[src/rtl/trace_frame_ctrl_pkg.sv]
// Shared types and constants for the trace pin front-end controller.
package trace_pkg;

    typedef enum logic [1:0] {
        ST_IDLE   = 2'd0,
        ST_RECONF = 2'd1,
        ST_HUNT   = 2'd2,
        ST_LOCKED = 2'd3
    } trace_state_t;

    localparam int FRAME_WORDS = 8;
    localparam int WORD_BITS   = 16;
    localparam int FRAME_BITS  = FRAME_WORDS * WORD_BITS;

    localparam logic [1:0] WIDTH_1B = 2'd1;
    localparam logic [1:0] WIDTH_2B = 2'd2;
    localparam logic [1:0] WIDTH_4B = 2'd3;

endpackage

[src/rtl/trace_frame_ctrl_fifo.sv]
// Synchronous frame FIFO with a registered show-ahead head.
// A pushed frame becomes visible at the head one cycle after it is written.
module trace_frame_fifo
    import trace_pkg::*;
#(
    parameter int DEPTH = 4,
    parameter int WIDTH = FRAME_BITS
) (
    input  logic             clk,
    input  logic             rstn,
    input  logic             push,
    input  logic [WIDTH-1:0] push_data,
    input  logic             pop,
    output logic             full,
    output logic             empty,
    output logic             head_valid,
    output logic [WIDTH-1:0] head_data
);

    localparam int AW = $clog2(DEPTH);

    logic [WIDTH-1:0] mem [DEPTH];
    logic [AW:0]      wr_ptr_reg;
    logic [AW:0]      rd_ptr_reg;
    logic [AW:0]      rd_ptr_next;
    logic             push_ok;
    logic             head_valid_reg;
    logic [WIDTH-1:0] head_data_reg;

    assign full        = (wr_ptr_reg[AW] != rd_ptr_reg[AW]) &&
                         (wr_ptr_reg[AW-1:0] == rd_ptr_reg[AW-1:0]);
    assign empty       = (wr_ptr_reg == rd_ptr_reg);
    // A pop frees the slot the push lands in, so full+pop still accepts.
    assign push_ok     = push && (!full || pop);
    assign rd_ptr_next = pop ? rd_ptr_reg + (AW+1)'(1) : rd_ptr_reg;

    always_ff @(posedge clk) begin
        if (push_ok) begin
            mem[wr_ptr_reg[AW-1:0]] <= push_data;
        end
    end

    // Head is computed against the pre-push write pointer, so a slot being
    // written this cycle is never presented before it holds data.
    always_ff @(posedge clk) begin
        if (!rstn) begin
            wr_ptr_reg     <= '0;
            rd_ptr_reg     <= '0;
            head_valid_reg <= 1'b0;
            head_data_reg  <= '0;
        end else begin
            if (push_ok) begin
                wr_ptr_reg <= wr_ptr_reg + (AW+1)'(1);
            end
            rd_ptr_reg     <= rd_ptr_next;
            head_valid_reg <= (wr_ptr_reg != rd_ptr_next);
            head_data_reg  <= mem[rd_ptr_next[AW-1:0]];
        end
    end

    assign head_valid = head_valid_reg;
    assign head_data  = head_data_reg;

endmodule

[src/rtl/trace_frame_ctrl.sv]
// Trace front-end sequencer: width reconfiguration under reset, sync lock
// tracking with timeout, 8-word frame assembly and a frame FIFO towards the decoder.
module trace_frame_ctrl
    import trace_pkg::*;
#(
    parameter int FIFO_FRAMES   = 4,
    parameter int SYNC_TIMEOUT  = 65535,
    parameter int RECONF_CYCLES = 4
) (
    input  logic                  clk,
    input  logic                  rstn,
    input  logic                  enable,
    input  logic [1:0]            cfgWidth,
    input  logic                  cfgWrite,
    output logic                  tifRst,
    output logic [1:0]            tifWidth,
    input  logic                  WdAvail,
    input  logic [WORD_BITS-1:0]  PacketWd,
    input  logic                  PacketReset,
    input  logic                  sync,
    output logic [FRAME_BITS-1:0] frameOut,
    output logic                  frameValid,
    input  logic                  frameReady,
    output logic                  locked,
    output logic [15:0]           droppedFrames
);

    localparam int TW = $clog2(SYNC_TIMEOUT + 1);
    localparam int CW = (RECONF_CYCLES > 1) ? $clog2(RECONF_CYCLES) : 1;
    localparam logic [TW-1:0] TIMEOUT_VAL = TW'(SYNC_TIMEOUT);
    localparam logic [CW-1:0] RECONF_LAST = CW'(RECONF_CYCLES - 1);

    trace_state_t    state_reg, state_next;
    logic [CW-1:0]   cnt_reg;
    logic [TW-1:0]   timer_reg;
    logic [TW-1:0]   timer_inc;
    logic [2:0]      idx_reg;
    logic [1:0]      pend_reg;
    logic [1:0]      width_reg;
    logic            tif_rst_reg, tif_rst_next;
    logic            locked_reg, locked_next;
    logic [15:0]     drop_reg;

    logic            rules_en;
    logic            reconf_entry;
    logic            clear;
    logic            word_we;
    logic            commit;
    logic            fifo_full;
    logic            fifo_empty;
    logic            pop_req;
    logic [FRAME_BITS-1:0] frame_data;

    assign timer_inc = timer_reg + TW'(1);
    // Per-state rules only run when neither enable=0 nor a cfgWrite override applies.
    assign rules_en  = enable && !(cfgWrite && state_reg != ST_IDLE);
    assign clear     = rules_en && state_reg == ST_LOCKED && (sync || PacketReset);
    assign word_we   = rules_en && state_reg == ST_LOCKED && !clear && WdAvail;
    assign commit    = word_we && idx_reg == 3'd7;
    assign pop_req   = frameValid && frameReady && !fifo_empty;

    always_ff @(posedge clk) begin
        if (!rstn) begin
            state_reg <= ST_IDLE;
        end else begin
            state_reg <= state_next;
        end
    end

    always_comb begin
        state_next = state_reg;
        if (!enable) begin
            state_next = ST_IDLE;
        end else if (cfgWrite && state_reg != ST_IDLE) begin
            state_next = ST_RECONF;
        end else begin
            case (state_reg)
                ST_IDLE:   state_next = ST_RECONF;
                ST_RECONF: if (cnt_reg == RECONF_LAST) state_next = ST_HUNT;
                ST_HUNT:   if (sync) state_next = ST_LOCKED;
                ST_LOCKED: if (!sync && !PacketReset && timer_inc == TIMEOUT_VAL) state_next = ST_HUNT;
                default:   state_next = ST_IDLE;
            endcase
        end
    end

    always_comb begin
        tif_rst_next = (state_next == ST_IDLE) || (state_next == ST_RECONF);
        locked_next  = (state_next == ST_LOCKED);
        reconf_entry = (state_next == ST_RECONF) && (state_reg != ST_RECONF || cfgWrite);
    end

    always_ff @(posedge clk) begin
        if (!rstn) begin
            tif_rst_reg <= 1'b1;
            locked_reg  <= 1'b0;
            width_reg   <= WIDTH_4B;
            pend_reg    <= WIDTH_4B;
            cnt_reg     <= '0;
            timer_reg   <= '0;
            idx_reg     <= '0;
            drop_reg    <= '0;
        end else begin
            tif_rst_reg <= tif_rst_next;
            locked_reg  <= locked_next;
            if (cfgWrite) begin
                pend_reg <= cfgWidth;
            end
            // A write arriving with the entry itself must take effect immediately.
            if (reconf_entry) begin
                width_reg <= cfgWrite ? cfgWidth : pend_reg;
                cnt_reg   <= '0;
            end else if (state_reg == ST_RECONF) begin
                cnt_reg <= cnt_reg + CW'(1);
            end
            if (state_reg == ST_LOCKED && state_next == ST_LOCKED && !clear) begin
                timer_reg <= timer_inc;
            end else begin
                timer_reg <= '0;
            end
            if (state_next != ST_LOCKED || clear) begin
                idx_reg <= '0;
            end else if (word_we) begin
                idx_reg <= idx_reg + 3'd1;
            end
            if (commit && fifo_full && !pop_req && drop_reg != 16'hFFFF) begin
                drop_reg <= drop_reg + 16'd1;
            end
        end
    end

    // Words 0..6 are held in registers; word 7 goes straight from the pins into the FIFO.
    genvar gi;
    generate
        for (gi = 0; gi < FRAME_WORDS - 1; gi++) begin : g_asm
            logic [WORD_BITS-1:0] word_reg;
            always_ff @(posedge clk) begin
                if (word_we && idx_reg == 3'(gi)) begin
                    word_reg <= PacketWd;
                end
            end
            assign frame_data[gi*WORD_BITS +: WORD_BITS] = word_reg;
        end
    endgenerate
    assign frame_data[FRAME_BITS-1 -: WORD_BITS] = PacketWd;

    trace_frame_fifo #(
        .DEPTH (FIFO_FRAMES),
        .WIDTH (FRAME_BITS)
    ) u_fifo (
        .clk        (clk),
        .rstn       (rstn),
        .push       (commit),
        .push_data  (frame_data),
        .pop        (pop_req),
        .full       (fifo_full),
        .empty      (fifo_empty),
        .head_valid (frameValid),
        .head_data  (frameOut)
    );

    assign tifRst        = tif_rst_reg;
    assign tifWidth      = width_reg;
    assign locked        = locked_reg;
    assign droppedFrames = drop_reg;

endmodule
[config.mk]
export PLATFORM = sky130hd
export DESIGN_NAME = trace_frame_ctrl
export DESIGN_NICKNAME = d
export VERILOG_FILES = /design/src/rtl/trace_frame_ctrl_pkg.sv /design/src/rtl/trace_frame_ctrl_fifo.sv /design/src/rtl/trace_frame_ctrl.sv
export SDC_FILE = /design/constraint.sdc
export NUM_CORES = 1
export LEC_CHECK = 0
export BUFFER_PORTS_ARGS = -buffer_cell sky130_fd_sc_hd__buf_2
export CORE_MARGIN = 2
export CORE_UTILIZATION = 60
export DETAILED_ROUTE_END_ITERATION = 10
export MAX_ROUTING_LAYER = met4
export PLACE_DENSITY = 0.83
export SYNTH_ARGS = -nofsm -noshare
export SYNTH_HDL_FRONTEND = slang
export SYNTH_SLANG_ARGS = --single-unit
export TNS_END_PERCENT = 100
[constraint.sdc]
create_clock -name clk -period 5.1 [get_ports clk]
set_input_delay 0.51 -clock clk [delete_from_list [all_inputs] [get_ports clk]]
set_output_delay 0.51 -clock clk [all_outputs]
set_load 0.02 [all_outputs]
==> impl_metrics.py, run 1 <==
metrics = {
    "run_status": {
        "status": "finished, final reports clean",
    },
    "critical_path": {
        "cp-start-kind": "register",
        "rr_startpoint": "u_fifo.wr_ptr_reg[1]",
        "critPathMaxFanout": 67,
        "r2r_end": "u_fifo.head_data[15]",
        "reg2reg_depth": 6,
        "required_ps": 5630,
        "cp.arrival_ps": 3530,
        "critPathKind": "register to register",
        "worstSetupEndpointType": "register",
        "reg2reg_slack_ps": 2110,
    },
    "run": {
        "drv_cap": 0,
    },
    "power": {
        "clkPwrFrac_pct": 43.3,
        "p_int_mw": 10.2,
        "pwr-share-comb_pct": 1.4,
        "switching_share_pct": 19.6,
        "max-vdd-ir-drop_v": 0.000231,
        "p_leak_nw": 12.6,
        "p_sw_mw": 2.49,
        "seq_power_share_pct": 55.3,
        "powerDensity_nw_per_um2": 401,
    },
    "layout": {
        "fillers": 2696,
        "largest_reg_flops": 512,
        "finalNetCount": 1749,
        "area_growth_pct": 14.1,
        "final_cells": 2367,
        "register_area_um2": 22300,
        "drive_gt1_share_pct": 18.0,
        "multiInputGateArea_um2": 5070,
    },
    "cts": {
        "cts_max_level": 3,
        "post_cts_buffers": 0,
        "clkSlewWorstSetupHoldPaths_ps": 70,
        "cts_num_sinks": 804,
        "ctsLongestPathBuffers": 3,
        "cts_root_buffer": "clkbuf_16",
        "ctsResizeCount": 0,
        "hold_buffers": 0,
        "cts_buffers": 77,
        "clkLatencyLatePin_ps": 620,
        "tritoncts": "done",
    },
    "min_path": {
        "worst_hold_path.endpoint": "pend_reg[0]",
        "hold_depth": 3,
        "min_from": "cfgWidth[0]",
        "hp-class": "input pin to register",
    },
    "route": {
        "drt_first_pass_iters": 5,
        "wl_per_cell_um": 24.1,
        "vias_per_cell": 6.00,
        "drt-total-wl_mm": 57.1,
        "drc": 0,
        "ant_nets": 0,
        "vias": 14200,
        "drt_iter0_drc": 1517,
    },
    "sta": {
        "relSlewSlack_pct": 18.9,
        "final.setup_skew_ps": 20.7,
        "max_freq_mhz": 334,
        "rsz0062_at_grt": "no",
        "final_hold_viol_count": 0,
        "holdWs_ps": 148,
        "setup_viol": 0,
        "slew_viol_final": 0,
        "fin_crit_sh_pct": 58.7,
        "tns_ps": 0,
        "post-route-min-period_ps": 2990,
        "worstMarginPinSlew_ps": 1220,
    },
    "yosys": {
        "async_flop_share_pct": 0,
        "syn_inst": 1505,
        "seq_area_frac_synth_pct": 80.4,
        "synth-main-ff-cell": "edfxtp_1",
        "synth_cell_types": 56,
        "synth_edf_count": 624,
        "ys_warn_count": 0,
        "synth_nets": 1546,
        "synth_area_um2": 27800,
        "ys_ff_latch": 804,
        "avgSynthCellArea_um2": 18.5,
    },
    "die": {
        "ioPinCount": 175,
        "core_area_um2": 45600,
        "rows": 78,
        "initial_utilization_pct": 61.0,
        "die_area_um2": 48100,
        "die_w_um": 219,
        "die_h_um": 219,
    },
    "global_routing": {
        "antenna_found_initial": 5,
        "grt_pass1_wl_mm": 84.7,
        "grt_pass1_vias": 14100,
        "grt_max_degree": 157,
        "grt.total_usage_pct": 24.7,
        "grt_overflow": 0,
    },
    "placement": {
        "dp_hpwl_mm": 30.5,
        "io_buffers": 174,
        "place_congestion": 0.843,
        "place_inst": 2229,
    },
}
## how the worst max path moves through the flow
stage	from	end	slack [ps]	cells past startpoint
4_1_cts	u_fifo.rd_ptr_reg[0]	u_fifo.head_data[15]	2140	6
2_1_floorplan	sync	u_fifo.mem[3][0]	520	3
5_1_grt	u_fifo.wr_ptr_reg[2]	u_fifo.head_data[60]	1990	6
3_3_place_gp	sync	u_fifo.mem[2][115]	2100	5
6_report	u_fifo.wr_ptr_reg[1]	u_fifo.head_data[15]	2110	6
3_5_place_dp	sync	u_fifo.mem[2][78]	2060	5
## synth_stat cells, types with 3 or more instances
master,instances,area share [%]
and3_1,16,0.36
buf_4,24,0.65
nand3_1,12,0.22
dfxtp_1,180,13
nor4_1,5,0.11
o31ai_1,3,0.081
a21oi_1,12,0.22
xor2_1,5,0.16
a211oi_1,4,0.11
or4_1,3,0.081
mux2i_1,265,9.5
nor2b_1,4,0.090
inv_1,14,0.19
edfxtp_1,624,67
nand2b_1,6,0.14
xnor2_1,19,0.60
buf_2,35,0.63
o22ai_1,128,2.9
nor3_1,25,0.45
nand4_1,9,0.20
and2_1,5,0.11
ha_1,15,0.68
nor2_1,17,0.23
clkbuf_1,7,0.095
o21ai_0,5,0.090
nand2_1,22,0.30
## per-stage QoR
stage | setup WS (ps) | power [mW] | util [%] | cell area, um^2
5_1_grt | 1990 | 13.1 | 69.6 | 31700
4_1_cts | 2140 | 12.8 | 69.6 | 31700
3_3_place_gp | 2100 | 7.35 | 64.2 | 29300
2_1_floorplan | 518 | 7.24 | - | 27800
3_5_place_dp | 2060 | 7.35 | 64.2 | 29300
6_report | 2110 | 12.7 | 69.6 | 31700
## logic make-up (layout without fill, tap and decap cells)
kind of cell | count (synthesis) | after routing | share of synthesized area, %
AOI/OAI and AO/OA | 172 | 172 | 4.01
and+or+nand+nor | 141 | 141 | 2.96
adders and majority gates | 15 | 15 | 0.675
DFF | 804 | 804 | 80.4
buffers and inverters | 82 | 343 | 1.59
other | 0 | 1 | 0
muxes | 265 | 265 | 9.54
xor gates and xnor gates | 26 | 26 | 0.873
## per-layer routing
metal / vias up / routed length [um] / track usage, %
met3: 121 / 4830 / 4.93
met5: - / 0 / -
met2: 671 / 27100 / 36.7
met4: 0 / 2140 / 11.1
li1: 6307 / - / -
met1: 7108 / 23000 / 33.4
## layout make-up
class                      instances  area share [%]
clock inverter                    27           0.880
timing repair buffer             190            3.32
antenna                            1         0.00789
sequential                       804            70.4
multi-input combinational        619            16.0
clock buffer                     110            6.82
inverter                          16           0.189
tap                              600            2.37
## cell usage in the layout, fill, tap and decap left out, types with 6 or more instances in the layout
master and instances:
edfxtp_1 624, mux2i_1 265, dfxtp_1 180, buf_2 174, o22ai_1 128, clkbuf_16 79, nor3_1 25, clkbuf_1 24
nand2_1 21, xnor2_1 19, nor2_1 17, ha_1 15, inv_1 14, a21oi_1 12, nand3_1 12, and3_1 12
buf_4 11, nand4_1 9, clkinv_2 8, clkbuf_8 7, clkinv_1 6
## critical path, stage by stage, from the launching register on
cell	delay, ps
dfxtp_1	450
xnor2_1	170
a31oi_2	360
mux2i_1	480
nand2_4	560
buf_4	520
o22ai_1	270
## power groups by stage
stage               Combinational [mW]  Clock (mW)  Sequential (mW)
floorplan                       0.0408           0             7.20
global placement                 0.175           0             7.17
detailed placement               0.179           0             7.17
CTS                              0.180        5.59             7.03
global route                     0.188        5.84             7.03
finish                           0.179        5.51             7.03
(Power assumes the default switching activity.)
==> inputs of run 2 (changes only) <==
ABC_AREA = 1   (was default)
clock period = 3.05 ns   (was 5.1 ns; I/O delays follow)
==> run 2 against run 1 <==
  * Sequential cell count unchanged
  * Sequential power up 68%
  * Routed wire length up 18%
  * Clock power up 76%
==> impl_metrics.py, run 2 <==
metrics = {
    "run_status": {
        "status": "finished, final reports clean",
    },
    "layout": {
        "multiInputGateArea_um2": 4770,
        "fillers": 2934,
        "largest_reg_flops": 512,
        "finalNetCount": 2403,
        "layout_commonest_cell": "edfxtp_1",
        "drive_gt1_share_pct": 14.9,
        "final_util_pct": 69.5,
        "mostFrequentLayoutCells": "624 x edfxtp_1, 326 x inv_1, 272 x o21ai_1",
        "area_growth_pct": 14.5,
        "register_area_um2": 22300,
    },
    "yosys": {
        "yosys.area_share.xor_xnor_pct": 0.389,
        "ys_warn_count": 0,
        "synth_cell_types": 39,
        "synthAdderAreaFrac_pct": 0.649,
        "ys_ff_latch": 804,
        "synthTopCellsByCount": "624 x edfxtp_1, 330 x inv_1, 272 x o21ai_1",
        "synth_area_um2": 28900,
        "synth_nets": 2211,
        "synth-main-ff-cell": "edfxtp_1",
        "synth_compound_area_share_pct": 12.0,
        "synth_top_family_by_area": "compound AO/OA/AOI/OAI gates",
        "synth_edf_count": 624,
        "synth.most_common_cell": "edfxtp_1",
        "synth.mux.area_fraction_pct": 0,
        "async_flop_share_pct": 0,
        "avgSynthCellArea_um2": 13.3,
        "yosysTopAreaCell": "edfxtp_1",
        "netlist.area_leader.share_pct": 64.8,
        "seq_area_frac_synth_pct": 77.2,
        "synth.area.top_cells": "edfxtp_1 65%, dfxtp_1 12%, o21ai_1 4.7%, o21ai_0 4.5%, inv_1 4.3%",
        "syn_inst": 2170,
        "synth_simple_gate_area_share_pct": 3.23,
    },
    "sta": {
        "setup_viol": 0,
        "tns_ps": 0,
        "post-route-min-period_ps": 2640,
        "worstMarginPinSlew_ps": 656,
        "final_hold_viol_count": 0,
        "final.setup_skew_ps": 13.4,
        "holdWs_ps": 83.3,
        "relSlewSlack_pct": 56.3,
        "max_freq_mhz": 379,
        "rsz0062_at_grt": "no",
        "slew_viol_final": 0,
        "fin_crit_sh_pct": 86.5,
    },
    "placement": {
        "place_congestion": 0.853,
        "io_buffers": 174,
        "dp_hpwl_mm": 35.5,
    },
    "cts": {
        "ctsResizeCount": 0,
        "tritoncts": "done",
        "cts_buffers": 77,
        "hold_buffers": 5,
        "cts_root_buffer": "clkbuf_16",
        "post_cts_buffers": 0,
        "cts_num_sinks": 804,
        "clkSlewWorstSetupHoldPaths_ps": 60,
        "ctsLongestPathBuffers": 3,
        "clkLatencyLatePin_ps": 620,
        "cts_max_level": 3,
    },
    "critical_path": {
        "cp-start-kind": "register",
        "critPathMaxFanout": 68,
        "rr_startpoint": "u_fifo.wr_ptr_reg[0]",
        "cp.arrival_ps": 3180,
        "reg2reg_slack_ps": 410,
        "required_ps": 3590,
        "reg2reg_depth": 11,
        "critPathKind": "register to register",
        "r2r_end": "u_fifo.head_data[52]",
        "worstSetupEndpointType": "register",
        "crit_path_start": "u_fifo.wr_ptr_reg[0]",
    },
    "route": {
        "drt_iter0_drc": 2123,
        "wl_per_cell_um": 22.0,
        "vias_per_cell": 5.85,
        "ant_nets": 0,
        "drc": 0,
        "vias": 17800,
        "drt-total-wl_mm": 67.1,
        "drt_first_pass_iters": 5,
    },
    "power": {
        "max-vdd-ir-drop_v": 0.000425,
        "finalPower_mw": 21.7,
        "p_leak_nw": 12.3,
        "powerDensity_nw_per_um2": 656,
    },
    "global_routing": {
        "grt_pass1_wl_mm": 101,
        "grt.total_usage_pct": 27.6,
        "grt_overflow": 0,
        "grt_max_degree": 136,
        "grt_pass1_vias": 17800,
        "antenna_found_initial": 3,
    },
    "die": {
        "rows": 80,
        "core_area_um2": 47600,
        "die_h_um": 224,
        "die_area_um2": 50000,
        "initial_utilization_pct": 60.7,
        "ioPinCount": 175,
        "die_w_um": 224,
    },
    "min_path": {
        "hold_depth": 3,
        "hp-class": "input pin to register",
        "worst_hold_path.endpoint": "droppedFrames[14]",
        "min_from": "rstn",
    },
    "run": {
        "drv_cap": 0,
    },
}
[run 2: cell count changes in the layout (fill, tap and decap cells not counted), moves of 128 or more]
cell	before	now
mux2i_1	265	0
o21ai_0	5	260
inv_1	14	326
o21ai_1	0	272
a21oi_1	12	150
o22ai_1	128	0
[run 2: final cells by class]
type | count | share of cell area, %
antenna | 2 | 0.0151
tap | 615 | 2.32
inverter | 334 | 3.82
timing repair buffer | 214 | 4.21
clock buffer | 102 | 6.37
sequential | 804 | 67.4
multi-input combinational | 931 | 14.4
clock inverter | 42 | 1.41
[run 2: worst max-delay path, cell delays in order (launching register included)]
cell     delay, ps
dfxtp_1        350
xnor2_1        350
nand3_2        140
nand2_4        140
or2_4          160
nand2_8        160
inv_8          400
buf_12         290
o21ai_1        110
inv_1          130
o21ai_0        110
a21oi_1        180
[run 2: cell families (layout without fill, tap and decap cells)]
kind of cell,Yosys count,count (layout)
flops,804,804
compound gates,689,689
buf+inv,435,692
simple gates,215,215
fa+ha+maj,15,15
xor+xnor,12,12
other cells,0,2
[run 2: report_power, final]
part	switching (mW)	internal, mW
Sequential	0.0254	11.7
Clock	4.06	5.62
Combinational	0.240	0.0689
Total	4.32	17.4
[run 2: worst max path at each step]
stage / slack, ps / end
2_1_floorplan: -290 / u_fifo.wr_ptr_reg[2]
3_3_place_gp: 660 / u_fifo.head_data[28]
3_5_place_dp: 490 / u_fifo.head_data[53]
4_1_cts: 440 / u_fifo.head_data[52]
5_1_grt: 240 / u_fifo.head_data[52]
6_report: 410 / u_fifo.head_data[52]
[run 2: layer usage]
| layer | up-vias | share of wire, % | routed length, um | global-route usage [%] |
|---|---|---|---|---|
| met3 | 155 | 10 | 6690 | 4.87 |
| met1 | 8650 | 36 | 24500 | 34.1 |
| met5 | - | 0 | 0 | - |
| met4 | 0 | 3.4 | 2260 | 10.7 |
| met2 | 1035 | 50 | 33700 | 45.9 |
| li1 | 7972 | - | - | - |
[run 2: stage by stage]
stage / cell area [um^2] / std cells / setup slack (ps)
floorplan: 29000 / 2170 / -287
global placement: 30500 / 2893 / 656
detailed placement: 30500 / 2893 / 492
CTS: 33100 / 3042 / 442
global route: 33100 / 3044 / 243
finish: 33100 / 3044 / 412
==> inputs of run 3 (changes only) <==
ABC_AREA = 0   (was 1)
==> run 3 against run 2 <==
  * Worst setup slack worse by 12 ps
  * Total power is 2.2% lower
  * Global-route usage is 1.9 points lower
  * Routed wire length is 11% lower
  * Sequential power hardly changed
  * Clock-buffer cell count is 5 lower
  * Register-to-register slack hardly changed
  * Non-clock buffer count is 5 higher
  * Die area is 3.8% lower
  * First-iteration DRC count is 35% lower
  * Critical path type unchanged
  * Highest routed layer unchanged
==> impl_metrics.py, run 3 (synthesized netlist as in run 1, its figures left out) <==
metrics = {
    "run_status": {
        "status": "finished, final reports clean",
    },
    "layout": {
        "drive_gt1_share_pct": 19.5,
        "insertedDiodeCount": 0,
        "final_cells": 2399,
        "largest_reg_flops": 512,
        "mostFrequentLayoutCells": "624 x edfxtp_1, 265 x mux2i_1, 180 x dfxtp_1",
        "finalNetCount": 1777,
        "area_growth_pct": 15.7,
        "layout_commonest_cell": "edfxtp_1",
    },
    "route": {
        "wl_per_cell_um": 24.9,
        "drt-total-wl_mm": 59.8,
        "ant_nets": 0,
        "drc": 0,
        "drt_iter0_drc": 1373,
        "drt_first_pass_iters": 5,
        "vias": 14600,
        "vias_per_cell": 6.07,
    },
    "die": {
        "die_w_um": 219,
        "rows": 78,
        "ioPinCount": 175,
        "die_area_um2": 48100,
        "core_area_um2": 45600,
        "die_h_um": 219,
        "initial_utilization_pct": 61.0,
    },
    "critical_path": {
        "cp.arrival_ps": 3100,
        "critical_path.top_delay_family": "compound AO/OA/AOI/OAI gates",
        "cp-start-kind": "register",
        "cpMaxStageDelayCell": "nand2b_4",
        "required_ps": 3500,
        "critPathMaxFanout": 43,
        "critPathKind": "register to register",
        "worstSetupEndpointType": "register",
        "worstPathCellList": "xnor2_1 > a31oi_2 > mux2i_1 > nand2b_4 > buf_12 > o22ai_1",
        "max_stage_delay_ps": 520,
        "path_buf_inv": 1,
    },
    "cts": {
        "tritoncts": "done",
        "cts_root_buffer": "clkbuf_16",
        "cts_num_sinks": 804,
        "ctsResizeCount": 0,
        "ctsLongestPathBuffers": 3,
        "cts_buffers": 76,
        "clkSlewWorstSetupHoldPaths_ps": 60,
        "cts_max_level": 3,
        "clkLatencyLatePin_ps": 610,
    },
    "global_routing": {
        "grt.total_usage_pct": 25.7,
        "grt_use_met1_pct": 32.6,
        "grt_pass1_wl_mm": 87.9,
        "grt_max_degree": 75,
        "grt_overflow": 0,
        "top_usage_layer": "met2",
        "antenna_found_initial": 3,
        "grt_use_met2_pct": 41.2,
        "use_met3_pct": 5.28,
        "grt_pass1_vias": 14700,
    },
    "sta": {
        "relSlewSlack_pct": 62.7,
        "max_freq_mhz": 377,
        "rsz0062_at_grt": "no",
        "final.setup_skew_ps": 16.9,
        "worstMarginPinSlew_ps": 558,
        "post-route-min-period_ps": 2650,
        "setup_viol": 0,
        "slew_viol_final": 0,
        "tns_ps": 0,
        "fin_crit_sh_pct": 86.9,
        "final_hold_viol_count": 0,
    },
    "power": {
        "finalPower_mw": 21.3,
        "powerDensity_nw_per_um2": 661,
        "p_leak_nw": 12.8,
        "max-vdd-ir-drop_v": 0.000820,
    },
    "run": {
        "drv_cap": 0,
    },
    "placement": {
        "place_inst": 2255,
        "io_buffers": 174,
        "place_congestion": 0.813,
        "dp_hpwl_mm": 32.7,
    },
    "min_path": {
        "hp-class": "input pin to register",
    },
}
[run 3: cell types whose count changed in the layout (fill, tap and decap cells not counted), sizes merged, moves of 16 or more]
cell / change
and3: +16
mux2i: +265
xnor2: +17
o21ai: -528
nor2: -47
nand2: -82
o22ai: +128
inv: -320
a21oi: -138
nor3: +16
[run 3: final timing paths]
path / slack (ps) / endpoint / cells past startpoint / from
setup reg to reg: 400 / u_fifo.head_data[97] / 6 / u_fifo.wr_ptr_reg[1]
setup / recovery: 400 / u_fifo.head_data[97] / 6 / u_fifo.wr_ptr_reg[1]
hold reg to reg: 480 / pend_reg[1] / 2 / pend_reg[1]
hold / removal: 60 / pend_reg[1] / 3 / cfgWrite
[run 3: what timing repair did]
item	CTS	global route
hold buffers	3	0
endpoints found under the hold margin	3	0
setup buffers	0	0
[run 3: report_power, final]
part / switching (mW) / internal, mW / total (mW)
registers: 0.0298 / 11.7 / 11.8
logic: 0.229 / 0.0786 / 0.308
clock network: 3.96 / 5.25 / 9.21
[run 3: stage by stage]
step	worst slack [ps]	area, um^2	utilization (%)	hold slack (ps)
global route	263	32200	70.6	69.5
finish	400	32200	70.6	56.7
global placement	632	29700	65.2	452
floorplan	75.1	27800	-	404
detailed placement	483	29700	65.2	468
CTS	412	32200	70.6	27.9
[run 3: final cells by class]
cell class                      count  area (um^2)
Clock buffer                       97         2020
Fill cell                        2604        13400
Sequential cell                   804        22300
Clock inverter                     44          415
Tap cell                          600          751
Timing Repair Buffer              219         1520
Inverter                           16         60.1
Multi-Input combinational cell    619         5070
[run 3: per-layer routing]
metal  vias to the layer above  wire, um
met5                         -         0
met4                         0      1750
met3                       107      5470
met2                       752     29600
met1                      7320     23000
li1                       6379         -
[run 3: worst register-to-register path: cells and delay by family, from the launching register on]
| kind | cells | cell delay (ps) |
|---|---|---|
| xor+xnor | 1 | 180 |
| mux | 1 | 490 |
| simple gates | 1 | 520 |
| flops | 1 | 460 |
| compound gates | 2 | 560 |
| buf+inv | 1 | 300 |
